$ cat config.mk
export PLATFORM = sky130hd
export DESIGN_NAME = keypad_scanner
export DESIGN_NICKNAME = d
export VERILOG_FILES = /design/src/rtl/keypad_scanner_pkg.sv /design/src/rtl/keypad_scanner_sync.sv /design/src/rtl/keypad_scanner.sv
export SDC_FILE = /design/constraint.sdc
export NUM_CORES = 1
export LEC_CHECK = 0
export CAP_MARGIN = 5
export CORE_UTILIZATION = 40
export DETAILED_ROUTE_END_ITERATION = 8
export PLACE_DENSITY = 0.68
export SETUP_SLACK_MARGIN = 0.02
export SLEW_MARGIN = 10
export SYNTH_ARGS = -nofsm -noshare
export SYNTH_HDL_FRONTEND = slang
export SYNTH_SLANG_ARGS = --single-unit
$ cat constraint.sdc
create_clock -name clk -period 5.44 [get_ports clk]
set_input_delay 1.088 -clock clk [delete_from_list [all_inputs] [get_ports clk]]
set_output_delay 1.088 -clock clk [all_outputs]
set_load 0.02 [all_outputs]
$ cat src/rtl/keypad_scanner_pkg.sv
// -----------------------------------------------------------------------------
// keypad_scanner_pkg
//   Shared definitions for the 4x3 keypad scanner and its consumers.
//   - Key code constants (ZERO..NINE, STAR, HASH, NO_KEY). The manager and the
//     testbench use these same constants.
//   - Scanner FSM state type.
//   - Helpers: single-column-low detection, column index and key encoding.
// -----------------------------------------------------------------------------
package keypad_scanner_pkg;

    localparam logic [3:0] KEY_ZERO  = 4'd0;
    localparam logic [3:0] KEY_ONE   = 4'd1;
    localparam logic [3:0] KEY_TWO   = 4'd2;
    localparam logic [3:0] KEY_THREE = 4'd3;
    localparam logic [3:0] KEY_FOUR  = 4'd4;
    localparam logic [3:0] KEY_FIVE  = 4'd5;
    localparam logic [3:0] KEY_SIX   = 4'd6;
    localparam logic [3:0] KEY_SEVEN = 4'd7;
    localparam logic [3:0] KEY_EIGHT = 4'd8;
    localparam logic [3:0] KEY_NINE  = 4'd9;
    localparam logic [3:0] KEY_STAR  = 4'b1010;
    localparam logic [3:0] KEY_HASH  = 4'b1011;
    localparam logic [3:0] NO_KEY    = 4'b1111;

    typedef enum logic [2:0] {
        SCAN,
        DEB_PRESS,
        PRESSED,
        WAIT_REL,
        DEB_REL
    } scan_state_t;

    // True when exactly one of the three active-low columns is pulled low.
    function automatic logic one_low(input logic [2:0] pat);
        return (pat == 3'b110) || (pat == 3'b101) || (pat == 3'b011);
    endfunction

    // Column index of a single-low pattern.
    function automatic logic [1:0] col_index(input logic [2:0] pat);
        logic [1:0] idx;
        case (pat)
            3'b110:  idx = 2'd0;
            3'b101:  idx = 2'd1;
            default: idx = 2'd2;
        endcase
        return idx;
    endfunction

    // Layout: r0 "1 2 3", r1 "4 5 6", r2 "7 8 9", r3 "* 0 #".
    function automatic logic [3:0] encode_key(input logic [1:0] row, input logic [1:0] col);
        logic [3:0] code;
        case ({row, col})
            4'b00_00: code = KEY_ONE;
            4'b00_01: code = KEY_TWO;
            4'b00_10: code = KEY_THREE;
            4'b01_00: code = KEY_FOUR;
            4'b01_01: code = KEY_FIVE;
            4'b01_10: code = KEY_SIX;
            4'b10_00: code = KEY_SEVEN;
            4'b10_01: code = KEY_EIGHT;
            4'b10_10: code = KEY_NINE;
            4'b11_00: code = KEY_STAR;
            4'b11_01: code = KEY_ZERO;
            4'b11_10: code = KEY_HASH;
            default:  code = NO_KEY;
        endcase
        return code;
    endfunction

endpackage

$ cat src/rtl/keypad_scanner_sync.sv
// -----------------------------------------------------------------------------
// sync_2ff
//   Two-flop synchroniser for a bus of independent, slowly changing bits.
//   Ports:
//     clk  in   1      destination clock
//     rst  in   1      synchronous, active-high reset (loads RESET_VALUE)
//     d    in   WIDTH  asynchronous input
//     q    out  WIDTH  synchronised output, two clk cycles of latency
// -----------------------------------------------------------------------------
module sync_2ff #(
    parameter int                WIDTH       = 1,
    parameter logic [WIDTH-1:0]  RESET_VALUE = '0
) (
    input  logic             clk,
    input  logic             rst,
    input  logic [WIDTH-1:0] d,
    output logic [WIDTH-1:0] q
);

    logic [WIDTH-1:0] meta;

    // NOTE: sequential state is written with non-blocking assignments so every
    // flop samples the pre-edge value; blocking here would collapse the chain.
    always_ff @(posedge clk) begin
        if (rst) begin
            meta <= RESET_VALUE;
            q    <= RESET_VALUE;
        end else begin
            meta <= d;
            q    <= meta;
        end
    end

endmodule

$ cat src/rtl/keypad_scanner.sv
// -----------------------------------------------------------------------------
// keypad_scanner
//   Scans a 4x3 matrix keypad, synchronises and debounces the columns and
//   reports one key code per physical press.
//   Ports:
//     clk        in   1  system clock
//     rst        in   1  synchronous, active-high reset
//     col_n      in   3  keypad columns, active-low, pulled up, asynchronous
//     row_n      out  4  row drive, active-low, exactly one bit low
//     key_code   out  4  code of the last accepted key, holds between presses
//     key_valid  out  1  one-cycle pulse, key_code is new this cycle
//     key_held   out  1  high from acceptance until the release is debounced
// -----------------------------------------------------------------------------
module keypad_scanner #(
    parameter int SCAN_DIV        = 4000,
    parameter int DEBOUNCE_CYCLES = 20000
) (
    input  logic       clk,
    input  logic       rst,
    input  logic [2:0] col_n,
    output logic [3:0] row_n,
    output logic [3:0] key_code,
    output logic       key_valid,
    output logic       key_held
);

    import keypad_scanner_pkg::*;

    localparam int DIV_W = $clog2(SCAN_DIV);
    localparam int DEB_W = $clog2(DEBOUNCE_CYCLES + 1);

    localparam logic [DIV_W-1:0] DIV_LAST = DIV_W'(SCAN_DIV - 1);
    localparam logic [DEB_W-1:0] DEB_LAST = DEB_W'(DEBOUNCE_CYCLES - 1);
    localparam logic [DEB_W-1:0] DEB_MAX  = DEB_W'(DEBOUNCE_CYCLES);

    logic [2:0]       col_s;
    scan_state_t      state_q, state_d;
    logic [1:0]       row_q;
    logic [DIV_W-1:0] div_q;
    logic [DEB_W-1:0] deb_q;
    logic [2:0]       pat_q;

    logic advance_row;
    logic latch_pat;
    logic div_clr;
    logic deb_clr;
    logic deb_inc;
    logic load_code;

    sync_2ff #(
        .WIDTH       (3),
        .RESET_VALUE (3'b111)
    ) u_col_sync (
        .clk (clk),
        .rst (rst),
        .d   (col_n),
        .q   (col_s)
    );

    // NOTE: every signal driven here gets a default before the case so no
    // path leaves it unassigned, which would otherwise infer a latch.
    always_comb begin
        state_d     = state_q;
        advance_row = 1'b0;
        latch_pat   = 1'b0;
        div_clr     = 1'b0;
        deb_clr     = 1'b0;
        deb_inc     = 1'b0;
        load_code   = 1'b0;

        case (state_q)
            SCAN: begin
                if (div_q == DIV_LAST) begin
                    div_clr = 1'b1;
                    if (one_low(col_s)) begin
                        latch_pat = 1'b1;
                        deb_clr   = 1'b1;
                        state_d   = DEB_PRESS;
                    end else begin
                        // Nothing or several keys in this row: move on.
                        advance_row = 1'b1;
                    end
                end
            end

            DEB_PRESS: begin
                if (col_s != pat_q) begin
                    advance_row = 1'b1;
                    state_d     = SCAN;
                end else begin
                    deb_inc = 1'b1;
                    if (deb_q >= DEB_LAST) begin
                        load_code = 1'b1;
                        state_d   = PRESSED;
                    end
                end
            end

            PRESSED: begin
                state_d = WAIT_REL;
            end

            WAIT_REL: begin
                if (col_s == 3'b111) begin
                    deb_clr = 1'b1;
                    state_d = DEB_REL;
                end
            end

            DEB_REL: begin
                if (col_s != 3'b111) begin
                    state_d = WAIT_REL;
                end else begin
                    deb_inc = 1'b1;
                    if (deb_q >= DEB_LAST) begin
                        advance_row = 1'b1;
                        state_d     = SCAN;
                    end
                end
            end

            default: begin
                state_d = SCAN;
            end
        endcase
    end

    // NOTE: reset is synchronous, so it sits inside the clocked branch and is
    // only honoured on a rising edge of clk.
    always_ff @(posedge clk) begin
        if (rst) begin
            state_q  <= SCAN;
            row_q    <= 2'd0;
            div_q    <= '0;
            deb_q    <= '0;
            pat_q    <= 3'b111;
            key_code <= NO_KEY;
        end else begin
            state_q <= state_d;

            // The row stays frozen outside SCAN, so row_q doubles as the
            // latched row of the key being debounced or held.
            if (advance_row) begin
                row_q <= row_q + 2'd1;
            end

            if (state_q != SCAN || div_clr) begin
                div_q <= '0;
            end else if (div_q != DIV_LAST) begin
                div_q <= div_q + 1'b1;
            end

            if (deb_clr) begin
                deb_q <= '0;
            end else if (deb_inc && deb_q != DEB_MAX) begin
                deb_q <= deb_q + 1'b1;
            end

            if (latch_pat) begin
                pat_q <= col_s;
            end

            // Loaded on the edge into PRESSED, so the new code appears in the
            // same cycle as key_valid.
            if (load_code) begin
                key_code <= encode_key(row_q, col_index(pat_q));
            end
        end
    end

    assign row_n     = ~(4'b0001 << row_q);
    assign key_valid = (state_q == PRESSED);
    assign key_held  = (state_q == PRESSED) || (state_q == WAIT_REL) || (state_q == DEB_REL);

endmodule

Word-level counts from Yosys, hierarchy flattened
Memory sizes are Yosys's and may differ from the RTL's. A register that Yosys moved wholly into a read port is not among the register bits.
Index checks and enable logic that the tools add are counted.
- register bits: 41
- memory bits (read-only): 64
- input port bits: 5
- output and inout port bits: 10
- logic and storage cells: 74
- memories kept: 1
- add/subtract/negate cells: 3
- order comparisons: 1
- equality and inequality tests: 20
- shift operators: 1
- muxes and demuxes: 29
- bitwise operators: 1
- reduce and logical (&&, ||, !) cells: 11
- memory list (memory ; words ; width ; read ports ; clocked after memory_dff ; write ports ; line ; RTL):
    (no name shown) ; 16 ; 4 ; 1 ; 1 ; 0 ; keypad_scanner_pkg.sv:52 ; case ({row, col})
- operators by type and width (cell ; number):
    two-way mux 3 bit ; 7
    equality test 3 bit (second input constant) ; 6
    adder 15 x 1 -> 15 bit (second input constant) ; 1
    >= comparator 15 bit (second input constant) ; 1
    two-way mux 1 bit ; 15
    != test 15 bit (second input constant) ; 1
    one-hot mux 3 bit (5 select lines) ; 1
    adder 12 x 1 -> 12 bit (second input constant) ; 1
    equality test 12 bit (second input constant) ; 1
    != test 12 bit (second input constant) ; 1
    equality test 3 x 2 -> 1 bit (second input constant) ; 3
    != test 3 bit (second input constant) ; 3
    != test 2 bit (second input constant) ; 3
    logical OR 1 bit ; 5
    AND reduction 5 bit ; 1
    two-way mux 2 bit ; 2
    inverter 4 bit ; 1
    one-hot mux 1 bit (2 select lines) ; 2
    one-hot mux 2 bit (2 select lines) ; 1
    OR reduction 2 bit ; 2
    << shifter 1 x 2 -> 4 bit (first input constant) ; 1
    equality test 3 x 1 -> 1 bit (second input constant) ; 1
    logical NOT 3 bit ; 1
    != test 3 bit ; 1
    4 further kinds ; 4

Depth between registers and ports, before layout
Gate-level depths: netlist of run 1.
- depth after elaboration: 7
- gate-level depth with buffers: 8
- mapped depth without buffers: 8

Hierarchy
A second synthesis of run 1 with hierarchy kept.
- cell total of the unflattened synthesis: 270
- area total of the unflattened synthesis: 2245.9 sq um
- by module, submodules not included (module ; times used ; cells an instance ; area an instance (sq um) ; sequential area each (sq um)):
    keypad_scanner ; 1 ; 258 ; 2088.3 ; 780.7
    sync_2ff ; 1 ; 12 ; 157.7 ; 120.1

Least setup slack after synthesis of run 1
No wires, ideal clock.
- kind: reg-to-output
- from: register state_q[1]
- to: output port key_valid
- arrival: 0.965 ns
- data required time: 4.352 ns
- slack: 3.387 ns
- cell stages (with the launch flop): 3
- buffers on the path: 0
- cell sequence: dfxtp_1 -> nor2b_1 -> nor2b_1
- cells in the longest elaborated chain, start to end: 1
- ends and longest elaborated chain (item ; line ; RTL):
    start: declaration ; keypad_scanner.sv:37 ; scan_state_t state_q, state_d;
    start signal: assignment ; keypad_scanner.sv:139 ; state_q <= state_d;
    equality test 3 x 2 -> 1 bit ; keypad_scanner.sv:172 ; assign key_valid = (state_q == PRESSED);
    end: declaration ; keypad_scanner.sv:23 ; output logic key_valid,
No other way between the ends.

Worst setup path in the final report of run 1
- from: register state_q[2]
- to: output port key_held
- cells in the longest elaborated chain, start to end: 3
- elaborated cells on any way between the ends: 5
- classes of those cells: eq/ne: 3; reduce/logical: 2
- ends and longest elaborated chain (item ; line ; RTL):
    equality test 3 x 2 -> 1 bit ; keypad_scanner.sv:173 ; assign key_held = (state_q == PRESSED) || (state_q == WAIT_REL) || (state_q == DEB_REL);
    logical OR 1 bit ; keypad_scanner.sv:173 ;
    logical OR 1 bit * ; keypad_scanner.sv:173 ;
    end: declaration ; keypad_scanner.sv:24 ; output logic key_held
Every way passes the cells marked *; elsewhere a longest branch is shown, timed or not.

==> metrics.cfg, run 1 <==
[outcome]
status = completed

[clocking]
ctsHoldBuffers = 0
tritoncts = done
post_cts_resized = 0
clk_latency_ps = 290
clkTransAtPathRegs_ps = 80
cts_root_buf = clkbuf_8
cts_max_path_buffers = 2
post-cts-setup-buffer-count = 0
h-tree-depth = 2
cts_buffers = 5
clock-sinks = 45

[die]
die_height_um = 77.1
die_width_um = 77.1
fp.coreArea_um2 = 5270
start_util = 0.428
ios = 15
dieArea_um2 = 5940
row_count = 26

[power_and_ir_drop]
ir_drop_v = 0.000123
power.total_mw = 0.615
p_leak_nw = 0.950
power_density_nw_per_um2 = 241

[finish]
drive_gt1_frac = 0.0981
final_common_cell = dfxtp_1
final_util = 0.485
antenna_cells = 0
final_nets = 276
layout_common_cells = dfxtp_1, nor2_1, nand2_1, xor2_1, clkdlybuf4s50_1
area_delta_synth_final_pct = 13.3

[logic_synthesis]
synth-edff-count = 0
synth-seq-area-share = 0.400
async_flop_share = 0
ys_ff_latch = 45
netlist_area_um2 = 2250
syn_nets = 263
syn_inst = 251
ys_warn_count = 0
syn_avg_cell_area_um2 = 8.98
synth.distinct_cells = 45
synth_ff_type = dfxtp_1

[sta]
clock_skew_ps = 6.51
rsz0062_at_grt = false
fmax_ghz = 0.337
fin_crit_sh = 0.545
hold_viol_final = 0
slew_viol_final = 0
setup_viol = 0
final.setup.worst_slack_ps = 2480
hold_slack_ps = 412
worst-slew-pin-transition_ps = 704
slew_headroom = 0.529
finalSetupTns_ps = 0
min_period_ps = 2960

[setup_path]
worstPathRequired_ps = 4350
path_class = flop to primary output
crit_fanout = 6
crit_path_start_kind = flop
worstPathArrival_ps = 1880
end_kind = primary output

[detailed_routing]
ant_nets = 0
drt_iter0_markers = 103
detail_route.vias_per_cell = 5.04
post_drt_wl_per_cell_um = 11.2
drc = 0
firstDrtPassIters = 4
totalWireLength_mm = 3.76
vias = 1687

[global_route]
grt_pass1_wl_mm = 6.82
grt_max_degree = 23
grt_antenna_before_repair = 0
track_usage = 0.141
grt_pass1_vias = 1509
overflow = 0

[place]
dpl_worst_slack_ps = 2610
io_buffers = 14
place.gp.congestion = 0.780
post-dp-hpwl_mm = 2.68

[job]
cap_violations = 0

[hold_path]
min_path_type = flop to flop

synth_stat cells, types with 2 or more instances:
master,instances,area share
nand2b_1,5,0.014
clkbuf_1,3,0.0050
a21oi_1,6,0.013
a22oi_1,2,0.0067
and4_1,3,0.012
or2_2,8,0.022
dfxtp_1,45,0.40
inv_1,9,0.015
nor2_1,37,0.062
nand2_1,16,0.027
a211o_1,6,0.023
nand4_1,8,0.022
a21o_1,2,0.0067
nor3b_2,2,0.011
mux2i_1,3,0.013
nor3_1,5,0.011
xor2_1,15,0.058
ha_1,7,0.039
nand3b_1,2,0.0067
a211oi_1,2,0.0067
nor2b_1,5,0.014
buf_2,2,0.0044
buf_4,2,0.0067
o21ai_0,5,0.011
and3_1,12,0.033
nand3_1,8,0.018
xnor2_1,13,0.050
registers in the layout, indices dropped and copies added, names as in the netlist:
signal and count:
u_col_sync.q 3, u_col_sync.meta 3, key_code 4, deb_q 15
state_q 3, pat_q 3, div_q 12, row_q 2
logic make-up (layout without fill, tap and decap cells):
kind of cell | after synthesis | in the layout | share of synthesized area
XOR/XNOR | 28 | 28 | 0.109
flip-flops | 45 | 45 | 0.400
AO/OA/AOI/OAI | 31 | 31 | 0.109
adder cells (fa/ha/maj) | 7 | 7 | 0.0388
multiplexers | 4 | 4 | 0.0200
buffers and inverters | 17 | 31 | 0.0361
AND/OR/NAND/NOR | 119 | 119 | 0.288
power breakdown:
| group | internal (mW) | switching [mW] |
|---|---|---|
| Combinational | 0.00867 | 0.0107 |
| Sequential | 0.333 | 0.00340 |
| Clock | 0.149 | 0.110 |
| Total | 0.491 | 0.124 |
worst paths after layout:
path                                    startpoint         endpoint  slack, ps  depth (start not counted)
worst max register to register            div_q[0]         deb_q[9]       3210                          7
worst min register to register  u_col_sync.meta[1]  u_col_sync.q[1]        410                          1
worst min-delay path            u_col_sync.meta[1]  u_col_sync.q[1]        410                          1
worst max-delay path                    state_q[2]         key_held       2480                          3
per-layer routing:
metal  GRT usage  wire, um
met2       0.207      1600
met5           0         0
met1       0.200      1990
met4      0.0566        53
met3      0.0298       114
worst max-delay path, cell delays in order (launching register included):
cell and delay [ps]:
dfxtp_1 410, nor3b_2 380, or2_2 190, clkdlybuf4s50_1 600
stage by stage:
stage | std cells | instance area, um2
floorplan | 251 | 2250
global placement | 327 | 2430
detailed placement | 327 | 2430
CTS | 335 | 2550
global route | 335 | 2550
finish | 335 | 2550
cell type report:
type	count	area (um2)
fillers	526	2720
multi-input cells	189	1270
flip-flops and latches	45	901
repair buffers	14	140
well taps	70	87.6
clock buffers	6	82.6
clock inverters	2	37.5
inverters	9	33.8
No activity file was read; power rests on OpenSTA's default activity.
==> run 2: changes to the inputs <==
- PLACE_DENSITY: 0.68 -> 0.7
- clock period: 5.44 -> 2.46 ns (I/O delays scaled with it)
==> metrics.cfg, run 2 (synthesized netlist as in run 1, its figures left out) <==
[detailed_routing]
post_drt_wl_per_cell_um = 11.6  ; +3.2%
ant_nets = 0  ; unchanged
drc = 0  ; unchanged
vias = 1738  ; +3.0%
totalWireLength_mm = 3.90  ; +3.8%
drt_iter0_markers = 129  ; +25%
detail_route.vias_per_cell = 5.16  ; +2.4%
firstDrtPassIters = 4  ; unchanged

[clocking]
post_cts_resized = 0  ; unchanged
cts_max_path_buffers = 2  ; unchanged
cts_root_buf = clkbuf_8
clkTransAtPathRegs_ps = 80  ; about the same
clock-sinks = 45  ; unchanged
tritoncts = done
cts_buffers = 5  ; unchanged
post-cts-setup-buffer-count = 0  ; unchanged
clk_latency_ps = 290  ; about the same
h-tree-depth = 2  ; unchanged
ctsHoldBuffers = 0  ; unchanged

[hold_path]
min_path_type = flop to flop

[finish]
multi_input_area_um2 = 1270  ; unchanged
drive_gt1_frac = 0.105  ; +0.00676
final_util = 0.490  ; +0.00546
regMostFlops = deb_q
layout_common_cells = dfxtp_1, nor2_1, nand2_1, xor2_1, clkdlybuf4s50_1
final_common_cell = dfxtp_1
fin_area_um2 = 2580  ; +1.1%
reg_top3 = deb_q: 15 flops, div_q: 12 flops, key_code: 4 flops
final_nets = 278  ; +0.72%
antenna_cells = 0  ; unchanged
nFillCells = 528  ; +0.38%
seq_area_um2 = 901  ; unchanged
area_delta_synth_final_pct = 14.6
largest_reg_flops = 15  ; unchanged

[die]
die_height_um = 77.1  ; unchanged
row_count = 26  ; unchanged
die_width_um = 77.1  ; unchanged
dieArea_um2 = 5940  ; unchanged
ios = 15  ; unchanged
fp.coreArea_um2 = 5270  ; unchanged
start_util = 0.428  ; unchanged

[power_and_ir_drop]
p_leak_nw = 0.970  ; +2.1%
ir_drop_v = 0.000261  ; +110%
p_seq_frac = 0.518  ; -0.029
p_comb_frac = 0.032  ; about the same
power.share.clock = 0.450  ; +0.029
netSwitchingPower_mw = 0.275  ; +120%
intPower_mw = 1.16  ; +140%
netSwitchingFraction = 0.191  ; -0.0103
power_density_nw_per_um2 = 556  ; +130%
power.total_mw = 1.44  ; +130%

[sta]
rsz0062_at_grt = false
finalSetupTns_ps = 0  ; unchanged
hold_slack_ps = 412  ; +0.200 ps
min_period_ps = 2340
setup_viol = 0  ; unchanged
slew_headroom = 0.611  ; +0.0825
worst-slew-pin-transition_ps = 579  ; -126 ps
slew_viol_final = 0  ; unchanged
hold_viol_final = 0  ; unchanged
fmax_ghz = 0.428
clock_skew_ps = 4.55  ; -1.96 ps
fin_crit_sh = 0.950

[global_route]
grt_pass1_wl_mm = 7.00  ; +2.6%
overflow = 0  ; unchanged
grt_antenna_before_repair = 0  ; unchanged
track_usage = 0.145  ; +0.00428
grt_pass1_vias = 1611  ; +6.8%
grt_max_degree = 16  ; -30%

[setup_path]
crit_fanout = 6  ; unchanged
end_kind = primary output
path_class = flop to primary output
worstPathRequired_ps = 1970  ; -2380 ps
crit_path_start_kind = flop
worstPathArrival_ps = 1850  ; -30 ps
reg2reg_setup_slack_ps = 230  ; -2980 ps

[place]
io_buffers = 14  ; unchanged
place.gp.congestion = 0.765  ; -1.9%
post-dp-hpwl_mm = 2.84  ; +5.9%
placed_area_um2 = 2450  ; +0.62%

[outcome]
status = completed

[job]
cap_violations = 0  ; unchanged

==> run 2: changes by cell type in the layout (fill, tap and decap cells not counted), sizes merged <==
cell and change:
clkinvlp -1, buf +2, clkinv +1, bufinv +1, clkbuf -1
==> run 2: per-layer routing <==
metal,GRT usage,vias to the layer above,wire length (um)
li1,-,897,-
met1,0.192,808,2000
met2,0.219,26,1720
met3,0.0333,7,109
met4,0.0774,0,76
met5,0,-,0
==> run 2: power groups by stage <==
stage | Sequential, mW | Clock [mW] | Combinational, mW
2_1_floorplan | 0.760 | 0 | 0.0319
3_3_place_gp | 0.761 | 0 | 0.0456
3_5_place_dp | 0.762 | 0 | 0.0459
4_1_cts | 0.744 | 0.666 | 0.0461
5_1_grt | 0.746 | 0.699 | 0.0517
6_report | 0.744 | 0.646 | 0.0455
==> run 2: final timing paths <==
check,startpoint,endpoint,depth (start not counted)
max,state_q[2],key_held,3
min,u_col_sync.meta[1],u_col_sync.q[1],1
max reg2reg,deb_q[0],key_code[3],7
min reg2reg,u_col_sync.meta[1],u_col_sync.q[1],1
==> run 2: critical path, stage by stage (launching register included) <==
cell and delay [ps]:
dfxtp_1 420, nor3b_2 350, or2_2 200, clkdlybuf4s50_1 600
==> run 2: stage by stage <==
stage	setup WS, ps	instances
5_1_grt	23.8	337
4_1_cts	110	337
6_report	122	337
3_3_place_gp	374	329
2_1_floorplan	462	251
3_5_place_dp	246	329
==> run 2: area by class of cell <==
type	count	area share
Multi-Input combinational cell	189	0.492
Clock inverter	3	0.0252
Timing Repair Buffer	16	0.0600
Clock buffer	5	0.0266
Tap cell	70	0.0339
Sequential cell	45	0.349
Inverter	9	0.0131
